===== src/rtl/regfile_scoreboard.sv =====
// Integer register file with a per-register busy scoreboard.
// Issue marks a destination pending, writeback commits data and clears the mark,
// and the read ports report operand readiness for RAW/WAW stalling. x0 reads 0
// and is never busy.
// Optional feature: define REGFILE_BYPASS_EN to forward writeback data and
// readiness to the read ports in the same cycle.
module regfile_scoreboard #(
    parameter int unsigned XLEN  = 32,
    parameter int unsigned NREGS = 32,
    localparam int unsigned AW   = $clog2(NREGS)
) (
    input  logic             clk,
    input  logic             rst_n,
    input  logic [AW-1:0]    rs1,
    input  logic [AW-1:0]    rs2,
    output logic [XLEN-1:0]  rdata1,
    output logic [XLEN-1:0]  rdata2,
    output logic             rs1_ready,
    output logic             rs2_ready,
    input  logic             issue_valid,
    input  logic [AW-1:0]    issue_rd,
    output logic             issue_stall,
    input  logic             wb_valid,
    input  logic [AW-1:0]    wb_rd,
    input  logic [XLEN-1:0]  wb_data,
    output logic [NREGS-1:0] busy_vec,
    output logic             idle
);

    logic [XLEN-1:0]  regs_q [NREGS];
    logic [NREGS-1:0] busy_q;
    logic [NREGS-1:0] busy_d;
    logic             wb_en;
    logic             issue_en;

    assign wb_en = wb_valid && (wb_rd != '0);

    // WAW hazard, unless writeback frees the same register this cycle.
    always_comb begin
        issue_stall = issue_valid && (issue_rd != '0) && busy_q[issue_rd]
                      && !(wb_valid && (wb_rd == issue_rd));
        issue_en    = issue_valid && (issue_rd != '0) && !issue_stall;
    end

    // Scoreboard next state: writeback clears first so a same-rd issue wins.
    always_comb begin
        busy_d = busy_q;
        if (wb_en) begin
            busy_d[wb_rd] = 1'b0;
        end
        if (issue_en) begin
            busy_d[issue_rd] = 1'b1;
        end
        busy_d[0] = 1'b0;
    end

    // Scoreboard register.
    always_ff @(posedge clk or negedge rst_n) begin
        if (!rst_n) begin
            busy_q <= '0;
        end else begin
            busy_q <= busy_d;
        end
    end

    // Register storage; x0 is never written so it stays at its reset value.
    always_ff @(posedge clk or negedge rst_n) begin
        if (!rst_n) begin
            for (int i = 0; i < int'(NREGS); i++) begin
                regs_q[i] <= '0;
            end
        end else if (wb_en) begin
            regs_q[wb_rd] <= wb_data;
        end
    end

    // Read ports, with optional same-cycle writeback forwarding.
    always_comb begin
        rdata1    = (rs1 == '0) ? '0 : regs_q[rs1];
        rdata2    = (rs2 == '0) ? '0 : regs_q[rs2];
        rs1_ready = !busy_q[rs1];
        rs2_ready = !busy_q[rs2];
`ifdef REGFILE_BYPASS_EN
        if (wb_en && (wb_rd == rs1)) begin
            rdata1    = wb_data;
            rs1_ready = 1'b1;
        end
        if (wb_en && (wb_rd == rs2)) begin
            rdata2    = wb_data;
            rs2_ready = 1'b1;
        end
`endif
    end

    assign busy_vec = busy_q;
    assign idle     = ~|busy_q;

endmodule


===== config.mk =====
export PLATFORM = sky130hd
export DESIGN_NAME = regfile_scoreboard
export DESIGN_NICKNAME = d
export VERILOG_FILES = /design/src/rtl/regfile_scoreboard.sv
export SDC_FILE = /design/constraint.sdc
export NUM_CORES = 2
export LEC_CHECK = 0
export ABC_AREA = 0
export ABC_CLOCK_PERIOD_IN_PS = 2500
export CAP_MARGIN = 25
export CORE_UTILIZATION = 55
export CTS_BUF_LIST = sky130_fd_sc_hd__clkbuf_4 sky130_fd_sc_hd__clkbuf_8
export DETAILED_ROUTE_END_ITERATION = 8
export GPL_ROUTABILITY_DRIVEN = 1
export PLACE_DENSITY = 0.81
export SYNTH_ARGS = -nofsm -noshare
export SYNTH_HDL_FRONTEND = slang
export SYNTH_SLANG_ARGS = --single-unit
export TNS_END_PERCENT = 5

===== constraint.sdc =====
create_clock -name clk -period 2.5 [get_ports clk]
set_clock_uncertainty 0.1 [all_clocks]
set_input_delay 0.375 -clock clk [delete_from_list [all_inputs] [get_ports clk]]
set_output_delay 0.375 -clock clk [all_outputs]
set_load 0.01 [all_outputs]

==> impl_metrics.tcl <==
set metrics [dict create \
    regArea_sq_um 26400 \
    cts_sinks 1055 \
    final_common_cell "mux2_2" \
    drtPass1Iterations 6 \
    synth_edf_count 0 \
    cp_num_cells 6 \
    post_drt_wl_per_cell_um 30.0 \
    synth_mux_area_share_pct 46.4 \
    avgSynthCellArea_sq_um 15.8 \
    p_sw_mw 14.6 \
    status "complete, but fails checks" \
    htreeDepth 4 \
    cts-root-buf "clkbuf_8" \
    tns_ns -47.60 \
    rrSetupSlack_ns 0.10 \
    seq_power_share_pct 43.8 \
    placed_area_sq_um 63700 \
    synthSimpleGateAreaFrac_pct 1.88 \
    synth_top_family_by_area "multiplexers" \
    design_area_sq_um 67900 \
    syn_inst 3577 \
    final_cell_mix "1,122 x mux2_2, 1,055 x dfrtp_1, 595 x mux4_2" \
    layout.nets 4055 \
    p_total_mw 52.2 \
    cts_tree "done" \
    hold_viol 0 \
    multi_input_area_sq_um 28800 \
    grt_pass1_wl_mm 250 \
    cts_buffers 172 \
    cap_violations 0 \
    synthFlopType "dfrtp_1" \
    yosysSeqAreaShare_pct 46.8 \
    nFillCells 6502 \
    die_area_sq_um 104000 \
    hold_path_class "input port to async pin" \
    antenna_found_initial 7 \
    path_buf_inv 2 \
    crit_fanout 2 \
    p_sw_share_pct 27.9 \
    critical_path.top_delay_family "multiplexers" \
    grt_max_degree 93 \
    timing.rr.end "busy_vec[13]" \
    power_density_nw_per_um2 768 \
    leakagePower_nw 29.7 \
    fp.coreArea_sq_um 102000 \
    synth_area_sq_um 56400 \
    tightest_slew_ns 0.541 \
    ant_nets 0 \
    viasPerCell 6.75 \
    drive_above_1_share_pct 66.5 \
    synthXorXnorAreaFrac_pct 0.0777 \
    power_frac_clock_pct 31.5 \
    crit_path_end_kind "output port" \
    synth_fa_ha_area_share_pct 0 \
    worstRegToRegCells 9 \
    cp_slowest_cell "mux4_2" \
    p_comb_share_pct 24.6 \
    place.port_buffers 154 \
    drc 0 \
    wl_mm 165 \
    gp_congestion 0.938 \
    critPathLaunchType "flop" \
    die_y_um 322 \
    p_int_mw 37.6 \
    overflow 0 \
    setup.worst_path.class "flop to output port" \
    timing.rr.start "busy_vec[24]" \
    die_w_um 322 \
    syn_to_final_growth_pct 20.5 \
    fmax_mhz 292 \
    placementRows 117 \
    synth_compound_area_share_pct 1.58 \
    worst_path_most_repeated_cell "mux4_2" \
    critPathLaunch "regs_q[21]" \
    syn-num-nets 3633 \
    place_hpwl_mm 108 \
    cts_buffer_depth 3 \
    ys_warn_count 0 \
    start_util_pct 55.4 \
    cp-endpoint "rdata2[21]" \
    cp_cell_sequence "buf_6 > mux4_2 > mux4_2 > a22oi_2 > nand2_2 > buf_12" \
    period_share_pct 137 \
    clk_latency_ns 0.84 \
    layout_min_cycle_time_ns 3.42 \
    ys_async_sr_fraction_pct 100 \
    path_clk_slew_ns 0.07 \
    setup_slack_ns -0.925 \
    rsz0062_at_grt "yes" \
    drt_iter0_markers 3870 \
    crit_required_ns 2.03 \
    grt_util_all_layers_pct 32.6 \
    ys_seq_elements 1055 \
    violations "setup timing" \
    first_global_vias 39200 \
    vdd_ir_drop_max_uv 546 \
    arrival_ns 2.95 \
    ios 156 \
    critical_path.max_stage_delay_ns 0.54 \
    relSlewSlack_pct 63.9 \
    finalMaxSlewViolations 0 \
    setup_violations 68 \
    vias 37200 \
    yosysUniqueCellTypes 41 \
]
registers in the layout (all words and copies together) (netlist names):
name,count
busy_vec,31
regs_q,1024
worst min path at each step:
stage	start	slack [ns]	cells after the start	end
detailed placement	rst_n	0.21	1	regs_q[723]
finish	rst_n	0.18	3	regs_q[361]
global placement	rst_n	0.22	1	regs_q[723]
floorplan	rst_n	-0.02	0	busy_vec[10]
CTS	rst_n	0.14	3	regs_q[335]
global route	rst_n	0.19	3	regs_q[847]
metal layers:
metal | routed length (um) | up-vias | GRT usage (%)
li1 | - | 14700 | -
met1 | 62500 | 20000 | 43.9
met2 | 78900 | 1971 | 50.8
met3 | 15700 | 477 | 7.29
met4 | 7880 | 10 | 15.5
met5 | 67 | - | 0
tightest hold or removal path: cells and delay by family:
kind | cells | cell delay, ns
buffers and inverters | 3 | 1.09
repair_timing:
action / 4_1_cts / 5_1_grt
hold buffers: 2 / 0
hold endpoints to repair: 1055 / 0
buffers inserted: 2 / 1
pin swaps: 84 / 16
gates resized for setup: 325 / 34
setup endpoints to repair: 68 / 76
synthesized netlist by cell type (all sizes together), types with 7 or more instances:
cell / instances / share of area (%)
mux4: 595 / 24
inv: 13 / 0.087
nor4: 9 / 0.10
mux2: 1122 / 22
a22o: 23 / 0.36
clkbuf: 232 / 1.5
nor3: 17 / 0.15
o21ai: 13 / 0.12
nor2: 20 / 0.13
buf: 185 / 1.5
mux2i: 15 / 0.27
nand2: 155 / 1.0
o22ai: 7 / 0.078
dfrtp: 1055 / 47
a22oi: 64 / 0.85
kinds of logic after synthesis:
group	Yosys count
muxes	1732
DFF	1055
buffers and inverters	430
and+or+nand+nor	240
AOI/OAI and AO/OA	114
xor gates and xnor gates	5
other	1
power by group through the flow:
stage / Combinational [mW] / Sequential, mW / Clock [mW]
3_3_place_gp: 12.2 / 22.7 / 0
6_report: 12.9 / 22.9 / 16.5
4_1_cts: 12.7 / 22.7 / 16.6
3_5_place_dp: 12.5 / 23.0 / 0
2_1_floorplan: 8.35 / 22.2 / 0
5_1_grt: 13.5 / 23.2 / 17.4
through the flow:
| stage | setup slack (ns) | hold WS, ns | util (%) | cells |
|---|---|---|---|---|
| 2_1_floorplan | -0.0480 | -0.0206 | - | 3577 |
| 3_3_place_gp | -0.991 | 0.216 | 62.6 | 5188 |
| 3_5_place_dp | -0.993 | 0.214 | 62.6 | 5188 |
| 4_1_cts | -0.942 | 0.135 | 66.7 | 5506 |
| 5_1_grt | -0.924 | 0.193 | 66.8 | 5508 |
| 6_report | -0.925 | 0.185 | 66.8 | 5509 |
cell type report:
class	count	area share, %
clock buffer	283	5.18
antenna	2	0.00737
inverter	13	0.0718
timing repair buffer	665	10.5
sequential	1055	38.9
multi-input combinational	2092	42.4
clock inverter	31	0.457
tap	1368	2.52
Power figures use the tool's default switching activity.
